### src/rtl/fetch_unit_if.sv
// Fetch-to-decode handshake bundle.
//   master (fetch_unit): drives out_valid, out_instr, out_pc, out_pc_plus4,
//                        out_misalign; samples out_ready.
//   slave  (decode)    : the mirror image.
interface fetch_unit_if;
   logic        out_valid;
   logic        out_ready;
   logic [31:0] out_instr;
   logic [31:0] out_pc;
   logic [31:0] out_pc_plus4;
   logic        out_misalign;

   modport master (
      output out_valid, out_instr, out_pc, out_pc_plus4, out_misalign,
      input  out_ready
   );

   modport slave (
      input  out_valid, out_instr, out_pc, out_pc_plus4, out_misalign,
      output out_ready
   );
endinterface

### src/rtl/fetch_unit.sv
// Instruction-fetch stage. Owns the pc, addresses a combinational-read
// instruction memory, and queues {pc, instr, misalign} in a small in-order
// buffer that feeds decode through a valid/ready handshake. A redirect from
// execute flushes the buffer and restarts fetch at the (word-aligned) target.
//
// Ports:
//   clk, rst        clock, asynchronous active-high reset
//   imem_addr       byte address to instruction memory (the pc register)
//   imem_instr      word returned for imem_addr in the same cycle
//   redirect_valid  restart request from execute
//   redirect_pc     restart target (low two bits force-aligned away)
//   dec             fetch_unit_if.master handshake toward decode
//   perf_fetched    (FETCH_PERF_CNT_EN only) pushes into the buffer
//   perf_stall      (FETCH_PERF_CNT_EN only) cycles with out_valid && !out_ready
//
// Optional feature macro: FETCH_PERF_CNT_EN.
module fetch_unit #(
   parameter logic [31:0] RESET_PC  = 32'h0000_0000,
   parameter int          BUF_DEPTH = 2
) (
   input  logic         clk,
   input  logic         rst,
   output logic [31:0]  imem_addr,
   input  logic [31:0]  imem_instr,
   input  logic         redirect_valid,
   input  logic [31:0]  redirect_pc,
   fetch_unit_if.master dec
`ifdef FETCH_PERF_CNT_EN
   ,
   output logic [31:0]  perf_fetched,
   output logic [31:0]  perf_stall
`endif
);

   localparam int PW = (BUF_DEPTH > 1) ? $clog2(BUF_DEPTH) : 1;
   localparam int CW = PW + 1;

   logic [31:0]                  pc;
   logic                         mis_flag;
   logic [PW-1:0]                rptr, wptr;
   logic [CW-1:0]                count;
   logic [BUF_DEPTH-1:0][31:0]   buf_pc;
   logic [BUF_DEPTH-1:0][31:0]   buf_instr;
   logic [BUF_DEPTH-1:0]         buf_mis;

   logic valid, full, pop, push;

   assign valid = (count != '0);
   assign full  = (count == CW'(BUF_DEPTH));
   // Redirect kills the head even if decode is taking it this cycle.
   assign pop   = valid && dec.out_ready && !redirect_valid;
   assign push  = !redirect_valid && (!full || pop);

   assign imem_addr = pc;

   // Outputs are zeroed while empty so reset shows all-zero outputs.
   assign dec.out_valid    = valid;
   assign dec.out_pc       = valid ? buf_pc[rptr]          : '0;
   assign dec.out_instr    = valid ? buf_instr[rptr]       : '0;
   assign dec.out_pc_plus4 = valid ? buf_pc[rptr] + 32'd4  : '0;
   assign dec.out_misalign = valid ? buf_mis[rptr]         : 1'b0;

   always_ff @(posedge clk or posedge rst) begin
      if (rst) begin
         pc       <= RESET_PC;
         mis_flag <= 1'b0;
         rptr     <= '0;
         wptr     <= '0;
         count    <= '0;
      end else if (redirect_valid) begin
         pc       <= {redirect_pc[31:2], 2'b00};
         mis_flag <= (redirect_pc[1:0] != 2'b00);
         rptr     <= '0;
         wptr     <= '0;
         count    <= '0;
      end else begin
         if (push) begin
            pc       <= pc + 32'd4;
            mis_flag <= 1'b0;
            wptr     <= wptr + PW'(1);   // power-of-two depth: natural wrap
         end
         if (pop)
            rptr <= rptr + PW'(1);
         count <= count + CW'(push) - CW'(pop);
      end
   end

   // Storage needs no reset: it is only visible while count != 0.
   always_ff @(posedge clk) begin
      if (push) begin
         buf_pc[wptr]    <= pc;
         buf_instr[wptr] <= imem_instr;
         buf_mis[wptr]   <= mis_flag;
      end
   end

`ifdef FETCH_PERF_CNT_EN
   always_ff @(posedge clk or posedge rst) begin
      if (rst) begin
         perf_fetched <= '0;
         perf_stall   <= '0;
      end else begin
         if (push)
            perf_fetched <= perf_fetched + 32'd1;
         if (valid && !dec.out_ready)
            perf_stall <= perf_stall + 32'd1;
      end
   end
`endif

endmodule

### src/flat_wrapper.sv
// flat-port wrapper written by rule: the top's interface ports become plain ports
module fetch_unit_flat 
#(
   parameter logic [31:0] RESET_PC  = 32'h0000_0000,
   parameter int          BUF_DEPTH = 2
)
  (clk, rst, imem_addr, imem_instr, redirect_valid, redirect_pc, dec_out_valid, dec_out_instr, dec_out_pc, dec_out_pc_plus4, dec_out_misalign, dec_out_ready);
  fetch_unit_if dec_i ();
  input  logic clk;
  input  logic rst;
  output logic [31:0] imem_addr;
  input  logic [31:0] imem_instr;
  input  logic redirect_valid;
  input  logic [31:0] redirect_pc;
  output wire logic [$bits(dec_i.out_valid)-1:0] dec_out_valid;
  output wire logic [$bits(dec_i.out_instr)-1:0] dec_out_instr;
  output wire logic [$bits(dec_i.out_pc)-1:0] dec_out_pc;
  output wire logic [$bits(dec_i.out_pc_plus4)-1:0] dec_out_pc_plus4;
  output wire logic [$bits(dec_i.out_misalign)-1:0] dec_out_misalign;
  input wire logic [$bits(dec_i.out_ready)-1:0] dec_out_ready;
  assign dec_out_valid = dec_i.out_valid;
  assign dec_out_instr = dec_i.out_instr;
  assign dec_out_pc = dec_i.out_pc;
  assign dec_out_pc_plus4 = dec_i.out_pc_plus4;
  assign dec_out_misalign = dec_i.out_misalign;
  assign dec_i.out_ready = dec_out_ready;
  fetch_unit #(.RESET_PC(RESET_PC), .BUF_DEPTH(BUF_DEPTH)) u_core (.clk(clk), .rst(rst), .imem_addr(imem_addr), .imem_instr(imem_instr), .redirect_valid(redirect_valid), .redirect_pc(redirect_pc), .dec(dec_i));
endmodule
### config.mk
export PLATFORM = sky130hd
export DESIGN_NAME = fetch_unit_flat
export DESIGN_NICKNAME = d
export VERILOG_FILES = /design/src/rtl/fetch_unit_if.sv /design/src/rtl/fetch_unit.sv /design/src/flat_wrapper.sv
export SDC_FILE = /design/constraint.sdc
export NUM_CORES = 1
export LEC_CHECK = 0
export BUFFER_PORTS_ARGS = -buffer_cell sky130_fd_sc_hd__buf_2
export CAP_MARGIN = 15
export CORE_MARGIN = 1
export CORE_UTILIZATION = 55
export CTS_BUF_LIST = sky130_fd_sc_hd__clkbuf_8
export CTS_CLUSTER_SIZE = 40
export DETAILED_ROUTE_END_ITERATION = 6
export GPL_TIMING_DRIVEN = 0
export PLACE_DENSITY = 0.82
export SYNTH_ARGS = -nofsm -noshare
export SYNTH_HDL_FRONTEND = slang
export SYNTH_SLANG_ARGS = --single-unit
### constraint.sdc
create_clock -name clk -period 6.8 [get_ports clk]
set_input_delay 1.02 -clock clk [delete_from_list [all_inputs] [get_ports clk]]
set_output_delay 1.02 -clock clk [all_outputs]
set_load 0.005 [all_outputs]
==> results_tabular.tex <==
\begin{tabular}{lr}
\hline
Metric & Value \\
\hline
\multicolumn{2}{l}{\textbf{Setup path}} \\
\quad Worst Path Max Fanout & 10 \\
\quad Kind of cell adding the most delay to the critical path & buffers and inverters \\
\quad CP Class & flip-flop to primary output \\
\quad Element type at the critical path start & flip-flop \\
\quad Delay of the slowest critical-path stage & 0.42 ns \\
\quad CP endpoint kind & primary output \\
\quad Data required time at the worst endpoint & 5.78 ns \\
\quad Crit path top cell by count & sky130\_fd\_sc\_hd\_\_buf\_2 \\
\quad CP arrival & 3.64 ns \\
\quad Slowest-stage cell, CP & sky130\_fd\_sc\_hd\_\_o31ai\_1 \\
\quad Buf+Inv Stages, Crit Path & 5 \\
\quad Cell breakdown of the critical path & buf\_6, buf\_4, buf\_2, buf\_2, mux2\_2, ha\_1, nand4b\_1, a22oi\_1, nand4\_1, o31ai\_1, buf\_2 \\
\multicolumn{2}{l}{\textbf{STA}} \\
\quad Clock tree skew after final layout & 0.0111 ns \\
\quad Final critical delay including setup and external delays & 4.66 ns \\
\quad Unrepaired setup endpoints after global routing & no \\
\quad Max-slew violation count & 0 \\
\quad Slew at the pin closest to its max-slew limit & 0.868 ns \\
\quad Setup slack of the critical path after layout & 2.14 ns \\
\quad Maximum frequency from static timing analysis & 215 MHz \\
\quad Worst relative slew slack & 42.1\% \\
\quad Final hold violations & 0 \\
\quad Final setup violation count & 0 \\
\quad Fraction of the cycle the final worst path needs & 68.5\% \\
\multicolumn{2}{l}{\textbf{Global routing}} \\
\quad Via count of the first global-routing pass & 5604 \\
\quad Initial antenna violation count & 0 \\
\quad Global-route wire length before repair & 29900 um \\
\quad Largest net degree at the start of global routing & 64 \\
\quad Total overflow reported by the global router & 0 \\
\quad Overall global routing resource usage & 27.8\% \\
\multicolumn{2}{l}{\textbf{Logic synthesis}} \\
\quad Synthesis Warnings & 0 \\
\quad Mapped Cells & 662 \\
\quad Sequential cell area fraction in the yosys report & 59.7\% \\
\quad Library cells used by synthesis & 58 \\
\quad Synthesized area per cell & 11.8 um2 \\
\quad Asr flop ratio synth & 21.7\% \\
\quad Most used DFF post-synth & sky130\_fd\_sc\_hd\_\_edfxtp\_1 \\
\quad \#FFs+latches synth & 161 \\
\quad Cell Area, Synth & 0.00781 mm2 \\
\quad Number of enable flip-flop cells after synthesis & 126 \\
\multicolumn{2}{l}{\textbf{Cells and area}} \\
\quad Commonest non-fill, non-tap cells in the layout & 199 x sky130\_fd\_sc\_hd\_\_buf\_2, 126 x sky130\_fd\_sc\_hd\_\_edfxtp\_1, 90 x sky130\_fd\_sc\_hd\_\_nor2\_1 \\
\quad Utilization after layout & 68.6\% \\
\quad Fin area & 0.00953 mm2 \\
\quad Final \#Nets & 954 \\
\quad Share of cells above drive strength 1 & 29.2\% \\
\quad Antenna diode instance count & 0 \\
\quad Most common cell after layout, fill and taps aside & sky130\_fd\_sc\_hd\_\_buf\_2 \\
\quad Relative area change from synthesis to final layout & 22.0\% \\
\multicolumn{2}{l}{\textbf{Pwr}} \\
\quad Power density over cell area & 360 mW/mm2 \\
\quad IR drop worst, VDD & 0.000194 V \\
\quad Switching share of total power & 35.7\% \\
\quad Design internal power & 2210 uW \\
\quad Share of power burned in registers & 39.6\% \\
\quad Static power due to leakage & 0.00388 uW \\
\quad Power spent charging and discharging nets & 1220 uW \\
\quad Power share of the clock group & 21.7\% \\
\quad Fraction of power consumed by combinational cells & 38.6\% \\
\multicolumn{2}{l}{\textbf{CTS}} \\
\quad Clock network latency to the later pin of the worst-skew pair & 0.45 ns \\
\quad Cell at the root of the clock tree & sky130\_fd\_sc\_hd\_\_clkbuf\_8 \\
\quad Post-CTS Hold Buffers & 0 \\
\quad Bufs on Longest Clock Path & 2 \\
\quad Number of buffers created by CTS & 17 \\
\quad Post-cts gate resize count & 0 \\
\quad TritonCTS clock tree & yes \\
\quad H-tree depth & 4 \\
\quad Clock transition at the register clock pins on the worst setup and hold paths after CTS & 0.08 ns \\
\quad Setup Fix Bufs, Post-CTS & 0 \\
\quad Clock Sink Count & 161 \\
\multicolumn{2}{l}{\textbf{Die}} \\
\quad Chip height & 121 um \\
\quad Horizontal die dimension & 121 um \\
\quad Overall die area & 0.0147 mm2 \\
\quad Area inside the core boundary & 0.0139 mm2 \\
\quad Initial Utilization & 56.3\% \\
\quad Placement Rows & 43 \\
\quad Number of top-level pins & 198 \\
\multicolumn{2}{l}{\textbf{Route}} \\
\quad Routed vias & 6066 \\
\quad Iteration count of the initial detailed-routing pass & 7 \\
\quad Routed Antenna Nets & 0 \\
\quad Number of design rule violations left after detail routing & 2 \\
\quad Final Routed Wirelength & 19600 um \\
\quad Routed length per instance & 18.2 um \\
\quad Vias per inst & 5.64 \\
\quad First DRT Iteration DRCs & 461 \\
\multicolumn{2}{l}{\textbf{Worst hold path}} \\
\quad Class of the most critical hold timing path & flip-flop to flip-flop \\
\multicolumn{2}{l}{\textbf{Run status}} \\
\quad Failing checks & design-rule violations \\
\quad Run status & finished with violations \\
\multicolumn{2}{l}{\textbf{Placement}} \\
\quad Setup slack at placement & 2.67 ns \\
\quad Number of buffer cells added on primary ports & 190 \\
\quad Half-perimeter wire length after detailed placement & 14300 um \\
\quad Instance area at placement & 0.00910 mm2 \\
\quad Gp weighted congestion & 0.928 \\
\multicolumn{2}{l}{\textbf{Flow run}} \\
\quad Count of max-cap constraint violations & 0 \\
\hline
\end{tabular}
-- synthesized netlist by cell type, drive strengths merged (2+ instances only) --
master	n	area share [%]
nor3	9	0.58
xnor2	22	2.5
nor2	90	4.3
inv	7	0.34
nand3b	2	0.35
buf	21	1.9
o31ai	7	0.67
and2	11	0.88
ha	4	0.64
nor4	5	0.64
a21oi	9	0.62
a31oi	2	0.16
o21ai	43	2.8
nand4b	7	0.98
mux2i	58	7.4
mux2	5	0.72
nor2b	5	0.40
a222oi	2	0.26
nor3b	2	0.26
nand4	32	2.8
edfxtp	126	48
clkbuf	19	0.91
dfrtp	35	11
and3	3	0.24
xor2	25	2.8
nand2	69	3.3
o21a	2	0.19
a32o	2	0.26
a22oi	3	0.35
nand3	22	1.5
-- flip-flops by register name, indices dropped and copies added, names as in the netlist --
| signal | count |
|---|---|
| u_core.wptr | 1 |
| u_core.rptr | 1 |
| u_core.mis_flag | 1 |
| u_core.count | 2 |
| u_core.buf_mis | 2 |
| u_core.buf_pc | 60 |
| u_core.buf_instr | 64 |
| u_core.imem_addr | 30 |
-- area by class of cell --
type	count	area, um2
multi-input combinational	458	2930
clock buffer	20	275
sequential	161	4660
timing repair buffer	196	1040
fill	1069	4350
tap	180	225
buffer	40	218
clock inverter	12	153
inverter	8	30.0
-- metal layers --
metal / vias up / wire (um) / global-route usage (%)
met5: - / 0 / 0
met4: 0 / 563 / 13.3
met3: 41 / 1540 / 5.87
met2: 285 / 9510 / 45.5
met1: 2908 / 7950 / 35.2
li1: 2832 / - / -
-- kinds of logic after synthesis --
group / after synthesis / share of synthesized area (%)
flip-flops: 161 / 59.7
XOR/XNOR: 47 / 5.27
AND/OR/NAND/NOR: 262 / 16.8
other: 1 / 0.0480
multiplexers: 63 / 8.16
buffers and inverters: 48 / 3.17
adder cells (fa/ha/maj): 4 / 0.641
AO/OA/AOI/OAI: 76 / 6.20
-- path summary, 6_finish.rpt --
path | from | to | slack [ns] | depth (start not counted)
max in group asynchronous | rst | u_core.imem_addr[29] | 5.66 | 3
max reg2reg | u_core.count[0] | u_core.count[1] | 4.27 | 9
min in group asynchronous | rst | u_core.imem_addr[3] | 0.62 | 2
max | u_core.rptr | dec_out_pc_plus4[28] | 2.14 | 11
min | u_core.mis_flag | u_core.buf_mis[1] | 0.50 | 0
min reg2reg | u_core.mis_flag | u_core.buf_mis[1] | 0.50 | 0
-- power by group through the flow --
stage               clock network, uW  registers, uW  logic, uW
floorplan                           0           1360        767
global placement                    0           1390       1280
detailed placement                  0           1380       1330
CTS                               755           1360       1330
global route                      794           1370       1450
finish                            746           1360       1330
-- through the flow --
step,hold slack (ns),std cells,total power (uW),setup TNS [ns]
5_1_grt,0.515,1075,3620,0
3_5_place_dp,0.479,1043,2710,0
3_3_place_gp,0.455,1037,2670,-110.37
2_1_floorplan,0.442,667,2130,0
6_report,0.498,1075,3430,0
4_1_cts,0.498,1075,3450,0
(Power assumes the default switching activity.)
